<file path="config.mk">
export PLATFORM = sky130hd
export DESIGN_NAME = adc_spi_reader
export DESIGN_NICKNAME = d
export VERILOG_FILES = /design/src/rtl/adc_spi_pkg.sv /design/src/rtl/spi_clk_div.sv /design/src/rtl/adc_spi_reader.sv
export SDC_FILE = /design/constraint.sdc
export NUM_CORES = 1
export LEC_CHECK = 0
export BUFFER_PORTS_ARGS = -buffer_cell sky130_fd_sc_hd__buf_2
export CELL_PAD_IN_SITES_DETAIL_PLACEMENT = 1
export CELL_PAD_IN_SITES_GLOBAL_PLACEMENT = 1
export CORE_ASPECT_RATIO = 1.75
export CORE_MARGIN = 2
export CORE_UTILIZATION = 47
export CTS_CLUSTER_DIAMETER = 60
export DETAILED_ROUTE_END_ITERATION = 16
export PLACE_DENSITY_LB_ADDON = 0.25
export SKIP_LAST_GASP = 1
export SYNTH_ARGS = -nofsm -noshare
export SYNTH_HDL_FRONTEND = slang
export SYNTH_SLANG_ARGS = --single-unit
</file>
<file path="constraint.sdc">
create_clock -name aclk -period 3.6 [get_ports aclk]
set_clock_uncertainty 0.2 [all_clocks]
set_input_delay 0.18 -clock aclk [delete_from_list [all_inputs] [get_ports aclk]]
set_output_delay 0.18 -clock aclk [all_outputs]
set_load 0.01 [all_outputs]
</file>
<file path="src/rtl/adc_spi_pkg.sv">
// Shared types and default constants for the ADC SPI reader.
package adc_spi_pkg;

  localparam int DEFAULT_DATA_WIDTH  = 24;
  localparam int DEFAULT_HALF_PERIOD = 2;

  typedef enum logic [1:0] {
    ST_IDLE     = 2'd0,
    ST_CS_SETUP = 2'd1,
    ST_SHIFT    = 2'd2,
    ST_CS_HOLD  = 2'd3
  } state_t;

endpackage

</file>
<file path="src/rtl/spi_clk_div.sv">
// SCK half-period tick generator; the count restarts whenever the enable drops.
module spi_clk_div
  import adc_spi_pkg::*;
#(
  parameter int HALF_PERIOD = DEFAULT_HALF_PERIOD
) (
  input  logic aclk,
  input  logic areset,
  input  logic en,
  output logic tick
);

  localparam logic [7:0] LAST = 8'(HALF_PERIOD - 1);

  logic [7:0] cnt;

  assign tick = en && (cnt == LAST);

  always_ff @(posedge aclk or posedge areset) begin
    if (areset) begin
      cnt <= 8'd0;
    end else if (!en || tick) begin
      cnt <= 8'd0;
    end else begin
      cnt <= cnt + 8'd1;
    end
  end

endmodule

</file>
<file path="src/rtl/adc_spi_reader.sv">
// ADC SPI reader: runs one SPI mode-0 read per trigger and presents the
// sign-extended sample in a single-entry AXI-Stream output register.
module adc_spi_reader
  import adc_spi_pkg::*;
#(
  parameter int DATA_WIDTH  = DEFAULT_DATA_WIDTH,
  parameter int HALF_PERIOD = DEFAULT_HALF_PERIOD
) (
  input  logic        aclk,
  input  logic        areset,
  input  logic        trigger,
  output logic        spi_cs_n,
  output logic        spi_sck,
  input  logic        spi_sdi,
  output logic [31:0] m_axis_tdata,
  output logic        m_axis_tvalid,
  input  logic        m_axis_tready,
  output logic        busy,
  output logic        overflow,
  output logic        missed_trigger,
  input  logic        status_clear,
  output state_t      state_dbg
);

  localparam int               CNT_W     = $clog2(DATA_WIDTH + 1);
  localparam logic [CNT_W-1:0] LAST_BIT  = CNT_W'(DATA_WIDTH);
  localparam logic [7:0]       HOLD_LAST = 8'(HALF_PERIOD - 1);

  state_t                state, state_nx;
  logic                  tick, div_en, rise, fall, frame_done;
  logic [CNT_W-1:0]      bit_cnt;
  logic [7:0]            hold_cnt;
  logic [DATA_WIDTH-1:0] shreg;
  logic [31:0]           sample_ext;

  assign div_en     = (state == ST_CS_SETUP) || (state == ST_SHIFT);
  assign fall       = (state == ST_SHIFT) && tick && spi_sck;
  assign busy       = (state != ST_IDLE);
  assign state_dbg  = state;
  assign sample_ext = 32'($signed(shreg));

  spi_clk_div #(.HALF_PERIOD(HALF_PERIOD)) u_clk_div (
    .aclk   (aclk),
    .areset (areset),
    .en     (div_en),
    .tick   (tick)
  );

  always_ff @(posedge aclk or posedge areset) begin
    if (areset) state <= ST_IDLE;
    else        state <= state_nx;
  end

  // A tick while SCK is low either raises SCK for the next bit or, once all
  // bits are in, closes the final low half-period and ends the frame.
  always_comb begin
    state_nx   = state;
    rise       = 1'b0;
    frame_done = 1'b0;
    case (state)
      ST_IDLE:     if (trigger) state_nx = ST_CS_SETUP;
      ST_CS_SETUP: if (tick) begin
                     rise     = 1'b1;
                     state_nx = ST_SHIFT;
                   end
      ST_SHIFT:    if (tick && !spi_sck) begin
                     if (bit_cnt == LAST_BIT) begin
                       frame_done = 1'b1;
                       state_nx   = ST_CS_HOLD;
                     end else begin
                       rise = 1'b1;
                     end
                   end
      ST_CS_HOLD:  if (hold_cnt == HOLD_LAST) state_nx = ST_IDLE;
      default:     state_nx = ST_IDLE;
    endcase
  end

  always_ff @(posedge aclk or posedge areset) begin
    if (areset) begin
      spi_cs_n <= 1'b1;
      spi_sck  <= 1'b0;
      bit_cnt  <= '0;
      hold_cnt <= 8'd0;
      shreg    <= '0;
    end else begin
      if (state == ST_IDLE && trigger) begin
        spi_cs_n <= 1'b0;
        bit_cnt  <= '0;
      end
      if (rise) begin
        spi_sck <= 1'b1;
        shreg   <= {shreg[DATA_WIDTH-2:0], spi_sdi};
        bit_cnt <= bit_cnt + CNT_W'(1);
      end else if (fall) begin
        spi_sck <= 1'b0;
      end
      if (frame_done) spi_cs_n <= 1'b1;
      hold_cnt <= (state == ST_CS_HOLD) ? hold_cnt + 8'd1 : 8'd0;
    end
  end

  // Stream handshake: a word transfers on any edge where tvalid and tready are
  // both high; tvalid never waits on tready and tdata is frozen while tvalid=1.
  always_ff @(posedge aclk or posedge areset) begin
    if (areset) begin
      m_axis_tdata   <= 32'd0;
      m_axis_tvalid  <= 1'b0;
      overflow       <= 1'b0;
      missed_trigger <= 1'b0;
    end else begin
      if (frame_done && (!m_axis_tvalid || m_axis_tready)) begin
        m_axis_tdata  <= sample_ext;
        m_axis_tvalid <= 1'b1;
      end else if (m_axis_tvalid && m_axis_tready) begin
        m_axis_tvalid <= 1'b0;
      end
      if (frame_done && m_axis_tvalid && !m_axis_tready) overflow <= 1'b1;
      else if (status_clear)                             overflow <= 1'b0;
      if (trigger && state != ST_IDLE) missed_trigger <= 1'b1;
      else if (status_clear)           missed_trigger <= 1'b0;
    end
  end

endmodule

</file>
==> results of run 1 <==
repair_timing:
| action | CTS | global route |
|---|---|---|
| gates resized for setup | 0 | 0 |
| buffers inserted | 0 | 0 |
| hold buffers | 6 | 0 |
| endpoints found under the hold margin | 79 | 0 |
power by group:
group / switching (mW) / internal, mW
Clock: 0.346 / 0.717
Sequential: 0.0746 / 0.930
Combinational: 0.287 / 0.201
Total: 0.708 / 1.85
critical path: cells and delay by family (launching register included):
| family | cells | cell delay [ns] |
|---|---|---|
| AND/OR/NAND/NOR | 3 | 1.26 |
| flip-flops | 1 | 0.39 |
| buffers and inverters | 2 | 0.43 |
| multiplexers | 1 | 0.39 |
| adder cells (fa/ha/maj) | 1 | 0.31 |
layer usage:
layer,GRT usage [%],vias to the layer above
met5,0,-
met4,7.73,0
met3,4.53,6
met2,35.3,34
met1,21.9,1069
li1,-,954
layout make-up:
type / instances / area share (%)
well taps: 86 / 2.68
flip-flops and latches: 76 / 47.4
clock inverters: 5 / 2.65
clock buffers: 11 / 6.29
inverters: 13 / 1.21
multi-input cells: 146 / 32.1
repair buffers: 54 / 7.66
kinds of logic after synthesis:
kind of cell    Yosys count
buf+inv                  28
flops                    76
xor+xnor                 13
compound gates           19
simple gates             55
fa+ha+maj                10
mux                      49
synth_stat cells (all sizes together) (4+ instances only):
master	number	area [sq um]
nor2b	4	25.0
xnor2	5	43.8
mux2	49	604
nor2	10	37.5
and2	6	37.5
dfrtp	75	1880
nand2	7	26.3
nand3	11	55.1
o21ai	6	30.0
xor2	8	70.1
ha	10	125
buf	15	153
and3	4	25.0
inv	13	48.8
cell usage in the layout, fill, tap and decap left out, drive strengths merged, types with 2 or more instances in the layout:
cell type,instances
dlygate4sd3,6
nand2,7
ha,10
clkbuf,11
nor4b,2
xnor2,5
and2,6
and3,4
inv,14
o22ai,2
nor2b,4
buf,48
nand3,11
or2,3
bufinv,3
xor2,8
or4b,2
mux2,49
o211ai,3
nor2,10
dfrtp,75
o21ai,6
flip-flops by register name, summed over array words and instances (netlist names):
signal          cells
hold_cnt            8
m_axis_tdata       24
m_axis_tvalid       1
bit_cnt             5
overflow            1
spi_sck             1
shreg              24
spi_cs_n            1
u_clk_div.cnt       8
missed_trigger      1
state_dbg           2
final timing paths:
check | endpoint | slack, ns | from
max | m_axis_tdata[1] | 0.49 | state_dbg[0]
min | spi_cs_n | 0.27 | spi_cs_n
max reg2reg | m_axis_tdata[1] | 0.49 | state_dbg[0]
min reg2reg | spi_cs_n | 0.27 | spi_cs_n
max in group asynchronous | shreg[21] | 2.09 | areset
min in group asynchronous | hold_cnt[0] | 0.50 | areset
stage by stage:
step / total power, mW / cell area (sq um) / setup slack, ns
CTS: 2.59 / 4020 / 0.461
global route: 2.69 / 4020 / 0.349
floorplan: 1.37 / 3390 / 0.708
global placement: 1.48 / 3600 / 0.624
finish: 2.56 / 4020 / 0.492
detailed placement: 1.51 / 3600 / 0.502
==> impl_results.md, run 1 <==
* Fmax at 0.322 GHz
* Fin. max-slew vios at 0
* CTS tree: done
* Mapped Area at 0.00339 sq mm
* Post-DP HPWL at 4670 microns
* Layout area overhead at 18.4%
* Die Wd at 68.2 microns
* CP Max Fanout at 24
* Post-synthesis mux area share at 17.8%
* Number of global-route vias before repair at 2330
* Largest net degree at the start of global routing at 77
* Final WL at 6820 microns
* Die area at 0.00794 sq mm
* Drt pass-1 iters at 4
* Number of synthesized register bits at 76
* Antenna violations before repair at 0
* WL met2 at 3880 microns
* Register-to-Register Path Depth at 7
* Main synth FF type: dfrtp_1
* Layout fillers at 722
* Kind of end point of the critical path: flip-flop
* WL/cell at 17.4 microns
* CP Class: flip-flop to flip-flop
* Rel. slew slack at 35.7%
* Layout net count at 316
* Initial DRC Count at 62
* Final Cycle Share at 86.3%
* Tightest Pin Transition at 0.964 ns
* CP cell instances: inv_1 > ha_1 > or4bb_1 > or4b_4 > nor2b_2 > buf_4 > mux2_1
* Hold Path Class: flip-flop to flip-flop
* Crit path DAT at 3.11 ns
* CP Launch Type: flip-flop
* Max-cap viol count at 0
* Layout Cells excl Fill at 391
* Ports at 46
* CTS Buf Count at 9
* Crit path largest cell delay at 0.58 ns
* Layout cells sized above 1 at 33.1%
* Final core occ at 56.7%
* Buffers added on ports at 45
* PD cells at 637 mW/mm^2
* Synth Area in Compound Gates at 3.80%
* Total grt overflow at 0
* Unrepaired setup endpoints after global routing: false
* Via density at 5.28
* Register Area at 0.00190 sq mm
* Outcome: finished clean
* Netlist cell types at 41
* GRT Util Overall at 19.7%
* Row count at 41
* Clk sinks at 76
* Via count at 2063
* Worst skew pair latency at 0.33 ns
* Lkg Pwr at 2.15 nW
* Maximum vdd drop at 0.000441 V
* Post-Synthesis Cells at 250
* Diode count at 0
* Post-route DRC at 0
* Syn nets at 266
* Post-Syn Area per Cell at 13.6 sq um
* Core Box Area at 0.00708 sq mm
* Met1 wire length at 2640 microns
* Placed insts at 369
* Combinational family with the most area after synthesis: multiplexers
* Number of synthesis warnings at 0
* Synth Area in XOR/XNOR at 3.36%
* Met3 WL at 193 microns
* Area of the multi-input gates at 0.00129 sq mm
* Initial core utilization at 47.9%
* Global-route wire length before repair at 11400 microns
* RD Place Congestion at 0.746
* Height of the die at 116 microns
* Htree depth at 3
* Final ANT Viol Nets at 0
* Synth Area in Simple Gates at 9.30%
* Setup tns final at 0 ns
* Hold depth at 2
* Clock Path Buffers at 2
* Max layer used: met4
* Async SR Flop Fraction at 100%
* Worst-path clk slew at 0.06 ns
* Post-synthesis adder-cell area fraction at 3.69%
* Final setup fails at 0
* Seq/Total Area, Yosys at 56.1%
* Slowest CP cell: or4b_4
* Critical Path RT at 3.61 ns
* Hold Slack at 0.272 ns
* Fin. Hold Viols at 0
* CTS Root Cell: clkbuf_16
* Period minus WS final at 3.11 ns
* EDFF count, synth at 0
Note: power is estimated with default switching activity, not from simulation.
==> inputs of run 2 (changes only) <==
--- a/config.mk
+++ b/config.mk
@@ -5,7 +5,7 @@
 export SDC_FILE = /design/constraint.sdc
 export NUM_CORES = 1
 export LEC_CHECK = 0
-export BUFFER_PORTS_ARGS = -buffer_cell sky130_fd_sc_hd__buf_2
+export BUFFER_PORTS_ARGS = -buffer_cell sky130_fd_sc_hd__clkbuf_2
 export CELL_PAD_IN_SITES_DETAIL_PLACEMENT = 1
 export CELL_PAD_IN_SITES_GLOBAL_PLACEMENT = 1
 export CORE_ASPECT_RATIO = 1.75
@@ -14,6 +14,7 @@
 export CTS_CLUSTER_DIAMETER = 60
 export DETAILED_ROUTE_END_ITERATION = 16
 export PLACE_DENSITY_LB_ADDON = 0.25
+export RECOVER_POWER = 25
 export SKIP_LAST_GASP = 1
 export SYNTH_ARGS = -nofsm -noshare
 export SYNTH_HDL_FRONTEND = slang
==> run 2 against run 1 <==
The run now ends with max-capacitance violations, max-slew violations left. Largest cell class unchanged. Combinational power is essentially flat. Total power shrank 7.6%. Die area is the same. Hold slack lost 0.20 ns. Via count shrank 0.44%. Global-route usage shrank 0.43 points. Non-clock buffer count is the same. Register-to-register slack is essentially flat. Clock power shrank 19%. Cell count is the same. Highest routed layer unchanged. Routed wire length shrank 2.1%. Critical path depth is the same.
==> impl_results.md, run 2 (same netlist as run 1, synthesis figures left out) <==
* Register-to-Register Path Depth at 7 (unchanged)
* Setup tns final at 0 ns (unchanged)
* Maximum vdd drop at 0.000454 V (was 0.000441 V)
* Largest net degree at the start of global routing at 46 (was 77)
* Diode count at 0 (unchanged)
* Rel. slew slack at -15.2% (was 35.7%)
* CP Class: flip-flop to flip-flop (unchanged)
* Hold Path Class: input port to flip-flop (was flip-flop to flip-flop)
* Final setup fails at 0 (unchanged)
* Number of global-route vias before repair at 2294 (was 2330)
* Sequential share of power at 42.7% (was 39.3%)
* Kind of end point of the critical path: flip-flop (unchanged)
* CTS tree: done (unchanged)
* WL/cell at 17.1 microns (was 17.4 microns)
* Sw frac at 30.0% (was 27.7%)
* Critical Path RT at 3.61 ns (about the same)
* Biggest registers after layout: m_axis_tdata x24, shreg x24 (unchanged)
* Htree depth at 3 (unchanged)
* Buffers added on ports at 45 (unchanged)
* Hold depth at 4 (was 2)
* CTS Root Cell: clkbuf_16 (unchanged)
* Final ANT Viol Nets at 0 (unchanged)
* Height of the die at 116 microns (unchanged)
* Via density at 5.25 (was 5.28)
* Clk sinks at 76 (unchanged)
* Post-DP HPWL at 4550 microns (was 4670 microns)
* Core Box Area at 0.00708 sq mm (unchanged)
* RD Place Congestion at 0.789 (was 0.746)
* Global-route wire length before repair at 11200 microns (was 11400 microns)
* Lkg Pwr at 1.94 nW (was 2.15 nW)
* Register Area at 0.00190 sq mm (unchanged)
* Period minus WS final at 3.10 ns (was 3.11 ns)
* Internal power at 1.65 mW (was 1.85 mW)
* Slowest CP cell: or4b_4 (unchanged)
* Layout area overhead at 14.9% (was 18.4%)
* CP Launch Type: flip-flop (unchanged)
* Outcome: complete, but fails checks (was finished clean)
* PD cells at 606 mW/mm^2 (was 637 mW/mm^2)
* Tightest Pin Transition at 1.73 ns (was 0.964 ns)
* Layout fillers at 745 (was 722)
* P_sw at 0.709 mW (was 0.708 mW)
* Worst-path clk slew at 0.06 ns (about the same)
* Worst skew pair latency at 0.33 ns (about the same)
* Initial DRC Count at 58 (was 62)
* Ports at 46 (unchanged)
* Die Wd at 68.2 microns (unchanged)
* Crit path DAT at 3.10 ns (was 3.11 ns)
* Die area at 0.00794 sq mm (unchanged)
* Post-route DRC at 0 (unchanged)
* Most frequent cells in the layout: dfrtp_1 (75), clkbuf_1 (40), mux2_1 (20), mux2_2 (15), mux2_4 (14) (was dfrtp_1 (75), buf_2 (45), mux2_1 (20), mux2_2 (15), mux2_4 (14))
* Clock Path Buffers at 2 (unchanged)
* Layout cells sized above 1 at 20.0% (was 33.1%)
* Fin. Hold Viols at 0 (unchanged)
* Area of the multi-input gates at 0.00129 sq mm (unchanged)
* Failing checks: max-capacitance violations, max-slew violations
* Unrepaired setup endpoints after global routing: false (unchanged)
* Clock power share at 36.5% (was 41.6%)
* CP cell instances: inv_1 > ha_1 > or4bb_1 > or4b_4 > nor2b_2 > buf_4 > mux2_1 (unchanged)
* Most common cell after layout, fill and taps aside: dfrtp_1 (unchanged)
* Initial core utilization at 47.9% (unchanged)
* Layout Cells excl Fill at 391 (unchanged)
* Final core occ at 55.0% (was 56.7%)
* Placed insts at 370 (was 369)
* Layout net count at 316 (unchanged)
* Final worst setup slack at 0.504 ns (was 0.492 ns)
* Pre-CTS WS at 0.518 ns (was 0.502 ns)
* GRT Util Overall at 19.2% (was 19.7%)
* Max-cap viol count at 1 (was 0)
* CTS resizes at 0 (unchanged)
* Combinational power share at 20.8% (was 19.1%)
* CTS Buf Count at 9 (unchanged)
* Final WL at 6680 microns (was 6820 microns)
* Row count at 41 (unchanged)
* Fmax at 0.323 GHz (was 0.322 GHz)
* Drt pass-1 iters at 3 (was 4)
* Via count at 2054 (was 2063)
* Final Cycle Share at 86.0% (was 86.3%)
* Crit path largest cell delay at 0.57 ns (was 0.58 ns)
* Antenna violations before repair at 0 (unchanged)
* CP Max Fanout at 24 (unchanged)
* Fin. max-slew vios at 46 (was 0)
* Total grt overflow at 0 (unchanged)
## run 2: stage by stage
| stage | hold WS, ns | cell area, sq um | total power [mW] |
|---|---|---|---|
| after floorplan | 0.0790 | 3390 | 1.37 |
| after global placement | 0.212 | 3600 | 1.49 |
| after detailed placement | 0.206 | 3600 | 1.52 |
| after CTS | 0.0576 | 3950 | 2.40 |
| after global routing | 0.106 | 3900 | 2.50 |
| final | 0.0709 | 3900 | 2.36 |
## run 2: worst paths after layout
kind	slack [ns]	end	start
min in group asynchronous	0.72	hold_cnt[6]	areset
min	0.07	spi_cs_n	trigger
max reg2reg	0.50	m_axis_tdata[4]	state_dbg[0]
max in group asynchronous	1.37	spi_cs_n	areset
min reg2reg	0.27	spi_cs_n	spi_cs_n
max	0.50	m_axis_tdata[4]	state_dbg[0]
## run 2: worst max-delay path: cells and delay by family (launching register included)
kind | cells | cell delay, ns
and+or+nand+nor | 3 | 1.24
buffers and inverters | 2 | 0.42
DFF | 1 | 0.40
muxes | 1 | 0.37
adders and majority gates | 1 | 0.32
## run 2: repair_timing
action | CTS | global route
endpoints found under the hold margin | 47 | 0
setup buffers | 0 | 0
endpoints found under the setup margin | 0 | 0
hold buffers | 5 | 0
## run 2: area by class of cell
type | count | share of cell area [%]
clock inverter | 3 | 0.514
timing repair buffer | 54 | 6.58
clock buffer | 13 | 6.94
inverter | 13 | 1.25
multi-input combinational | 146 | 33.1
sequential | 76 | 48.8
tap | 86 | 2.76
## run 2: power groups by stage
stage / Combinational, mW / Sequential, mW / Clock, mW
after floorplan: 0.364 / 1.01 / 0
after CTS: 0.510 / 1.01 / 0.879
after global routing: 0.562 / 1.02 / 0.914
after detailed placement: 0.496 / 1.02 / 0
final: 0.492 / 1.01 / 0.862
after global placement: 0.476 / 1.02 / 0
## run 2: routing by layer
layer	track usage, %	routed length [microns]	vias up
met1	21.5	2630	1052
met3	4.62	207	13
met4	9.07	152	0
met2	33.5	3690	36
li1	-	-	953
met5	0	0	-
==> inputs of run 3 (changes only) <==
--- a/config.mk
+++ b/config.mk
@@ -10,9 +10,10 @@
 export CELL_PAD_IN_SITES_GLOBAL_PLACEMENT = 1
 export CORE_ASPECT_RATIO = 1.75
 export CORE_MARGIN = 2
-export CORE_UTILIZATION = 47
+export CORE_UTILIZATION = 45
 export CTS_CLUSTER_DIAMETER = 60
 export DETAILED_ROUTE_END_ITERATION = 16
+export HOLD_SLACK_MARGIN = 0.03
 export PLACE_DENSITY_LB_ADDON = 0.25
 export RECOVER_POWER = 25
 export SKIP_LAST_GASP = 1
==> run 3 against run 2 <==
The run now ends clean. Non-clock buffer count increased by 1. Clock power increased by 22%. Sequential share of layout area decreased by 0.86 points. Largest cell class unchanged. Hold slack improved by 0.20 ns. Cell count increased by 0.26%. Die area increased by 4.2%. Register-to-register slack got worse by 0.02 ns. Final area increased by 1.8%. Largest power group is now the clock network. Count of clock-buffer cells in the layout decreased by 3. Sequential power about the same. Highest routed layer unchanged.
==> impl_results.md, run 3 (same netlist as run 1, synthesis figures left out) <==
* CP bufs+invs at 2 (unchanged)
* Unrepaired setup endpoints after global routing: false (unchanged)
* Final worst setup slack at 0.481 ns (was 0.504 ns)
* Die area at 0.00828 sq mm (was 0.00794 sq mm)
* Global-route wire length before repair at 12100 microns (was 11200 microns)
* Layout fillers at 767 (was 745)
* Largest net degree at the start of global routing at 43 (was 46)
* GRT Util Overall at 19.1% (was 19.2%)
* CTS Root Cell: clkbuf_16 (unchanged)
* Worst skew pair latency at 0.34 ns (was 0.33 ns)
* Post-DP HPWL at 4950 microns (was 4550 microns)
* DP Area at 0.00360 sq mm (unchanged)
* Ports at 46 (unchanged)
* Max-cap viol count at 0 (was 1)
* Post-CTS setup buffer count at 0 (unchanged)
* CP cell instances: inv_1 > ha_1 > or4bb_1 > or4b_4 > nor2b_2 > buf_4 > mux2_2 (was inv_1 > ha_1 > or4bb_1 > or4b_4 > nor2b_2 > buf_4 > mux2_1)
* Period minus WS final at 3.12 ns (was 3.10 ns)
* Diode count at 0 (unchanged)
* CTS tree: done (unchanged)
* Cell family with most CP delay: simple AND/OR/NAND/NOR gates (unchanged)
* Most frequent cells in the layout: dfrtp_1 (75), clkbuf_1 (39), mux2_1 (20), mux2_2 (15), mux2_4 (14) (was dfrtp_1 (75), clkbuf_1 (40), mux2_1 (20), mux2_2 (15), mux2_4 (14))
* Fmax at 0.321 GHz (was 0.323 GHz)
* WL/cell at 18.1 microns (was 17.1 microns)
* Worst-path clk slew at 0.06 ns (about the same)
* CP Launch Type: flip-flop (unchanged)
* Die Wd at 69.6 microns (was 68.2 microns)
* Design area at 0.00397 sq mm (was 0.00390 sq mm)
* Layout net count at 317 (was 316)
* Tightest Pin Transition at 0.871 ns (was 1.73 ns)
* CP Class: flip-flop to flip-flop (unchanged)
* Rel. slew slack at 41.8% (was -15.2%)
* Final Cycle Share at 86.7% (was 86.0%)
* Layout area overhead at 16.9% (was 14.9%)
* Final ANT Viol Nets at 0 (unchanged)
* Fin. max-slew vios at 0 (was 46)
* Most common cell after layout, fill and taps aside: dfrtp_1 (unchanged)
* RD Place Congestion at 0.772 (was 0.789)
* Pwr Total at 2.54 mW (was 2.36 mW)
* Core Box Area at 0.00728 sq mm (was 0.00708 sq mm)
* Layout cells sized above 1 at 20.6% (was 20.0%)
* Initial core utilization at 46.6% (was 47.9%)
* Biggest registers after layout: m_axis_tdata x24, shreg x24 (unchanged)
* Total grt overflow at 0 (unchanged)
* CTS Buf Count at 9 (unchanged)
* Height of the die at 119 microns (was 116 microns)
* Drt pass-1 iters at 4 (was 3)
* Kind of end point of the critical path: flip-flop (unchanged)
* Initial DRC Count at 63 (was 58)
* Outcome: finished clean (was complete, but fails checks)
* Setup tns final at 0 ns (unchanged)
* Post-route DRC at 0 (unchanged)
* Critical Path RT at 3.62 ns (was 3.61 ns)
* Clk sinks at 76 (unchanged)
* Final setup fails at 0 (unchanged)
* Crit path DAT at 3.14 ns (was 3.10 ns)
* Htree depth at 3 (unchanged)
* Post-cts hold buffer count at 6 (was 5)
* Fin. Hold Viols at 0 (unchanged)
* Row count at 41 (unchanged)
* Crit path largest cell delay at 0.58 ns (was 0.57 ns)
* Pre-CTS WS at 0.477 ns (was 0.518 ns)
* Hold Path Class: flip-flop to flip-flop (was input port to flip-flop)
* Buffers added on ports at 45 (unchanged)
* Via count at 2069 (was 2054)
* Antenna violations before repair at 0 (unchanged)
* CP Max Fanout at 24 (unchanged)
* Clock Path Buffers at 2 (unchanged)
* Slowest CP cell: or4b_4 (unchanged)
* CTS resizes at 0 (unchanged)
* Number of global-route vias before repair at 2352 (was 2294)
* Lkg Pwr at 1.98 nW (was 1.94 nW)
* Via density at 5.28 (was 5.25)
* Maximum vdd drop at 0.000441 V (was 0.000454 V)
* Final WL at 7100 microns (was 6680 microns)
* PD cells at 640 mW/mm^2 (was 606 mW/mm^2)
## run 3: cell count changes in the layout (fill, tap and decap cells not counted)
cell,previous run,this run
dlygate4sd3_1,5,6
clkbuf_8,3,1
clkinv_4,0,1
inv_1,13,12
bufinv_16,0,3
clkbuf_1,40,39
clkinvlp_4,2,1
inv_2,0,1
## run 3: per-stage QoR
step	instances	util, %	hold WS [ns]
floorplan	250	-	0.0790
global placement	370	49.5	0.191
detailed placement	370	49.5	0.205
CTS	392	55.1	0.278
global route	392	54.4	0.300
finish	392	54.4	0.272
## run 3: tightest hold or removal path, stage by stage (launching register included)
cell and delay [ns]:
dfstp_2 0.37, nand2_1 0.05, nand2_1 0.05
## run 3: path summary, 6_finish.rpt
kind	start	end	slack, ns	cells past startpoint
worst max-delay path	state_dbg[0]	m_axis_tdata[22]	0.48	7
worst max register to register	state_dbg[0]	m_axis_tdata[22]	0.48	7
max in group asynchronous	areset	spi_cs_n	1.93	4
min in group asynchronous	areset	u_clk_div.cnt[1]	0.37	3
worst min-delay path	spi_cs_n	spi_cs_n	0.27	2
worst min register to register	spi_cs_n	spi_cs_n	0.27	2
## run 3: layer usage
metal	GRT usage [%]	vias up	share of wire, %
li1	-	953	-
met2	35.9	35	58
met1	20.0	1066	37
met3	2.79	15	2.5
met4	10.1	0	2.7
met5	0	-	0
## run 3: where the power goes
part / switching, mW / leakage [nW] / internal [mW] / total [mW]
Clock: 0.354 / 0.169 / 0.695 / 1.05
Sequential: 0.0775 / 1.04 / 0.930 / 1.01
Combinational: 0.283 / 0.770 / 0.198 / 0.481
Total: 0.715 / 1.98 / 1.82 / 2.54
## run 3: layout make-up
type / instances / area [sq um] / share of cell area (%)
clock inverter: 6 / 111 / 2.81
clock buffer: 10 / 239 / 6.03
tap: 86 / 108 / 2.71
sequential: 76 / 1900 / 48.0
inverter: 13 / 48.8 / 1.23
multi-input combinational: 146 / 1290 / 32.5
timing repair buffer: 55 / 267 / 6.72
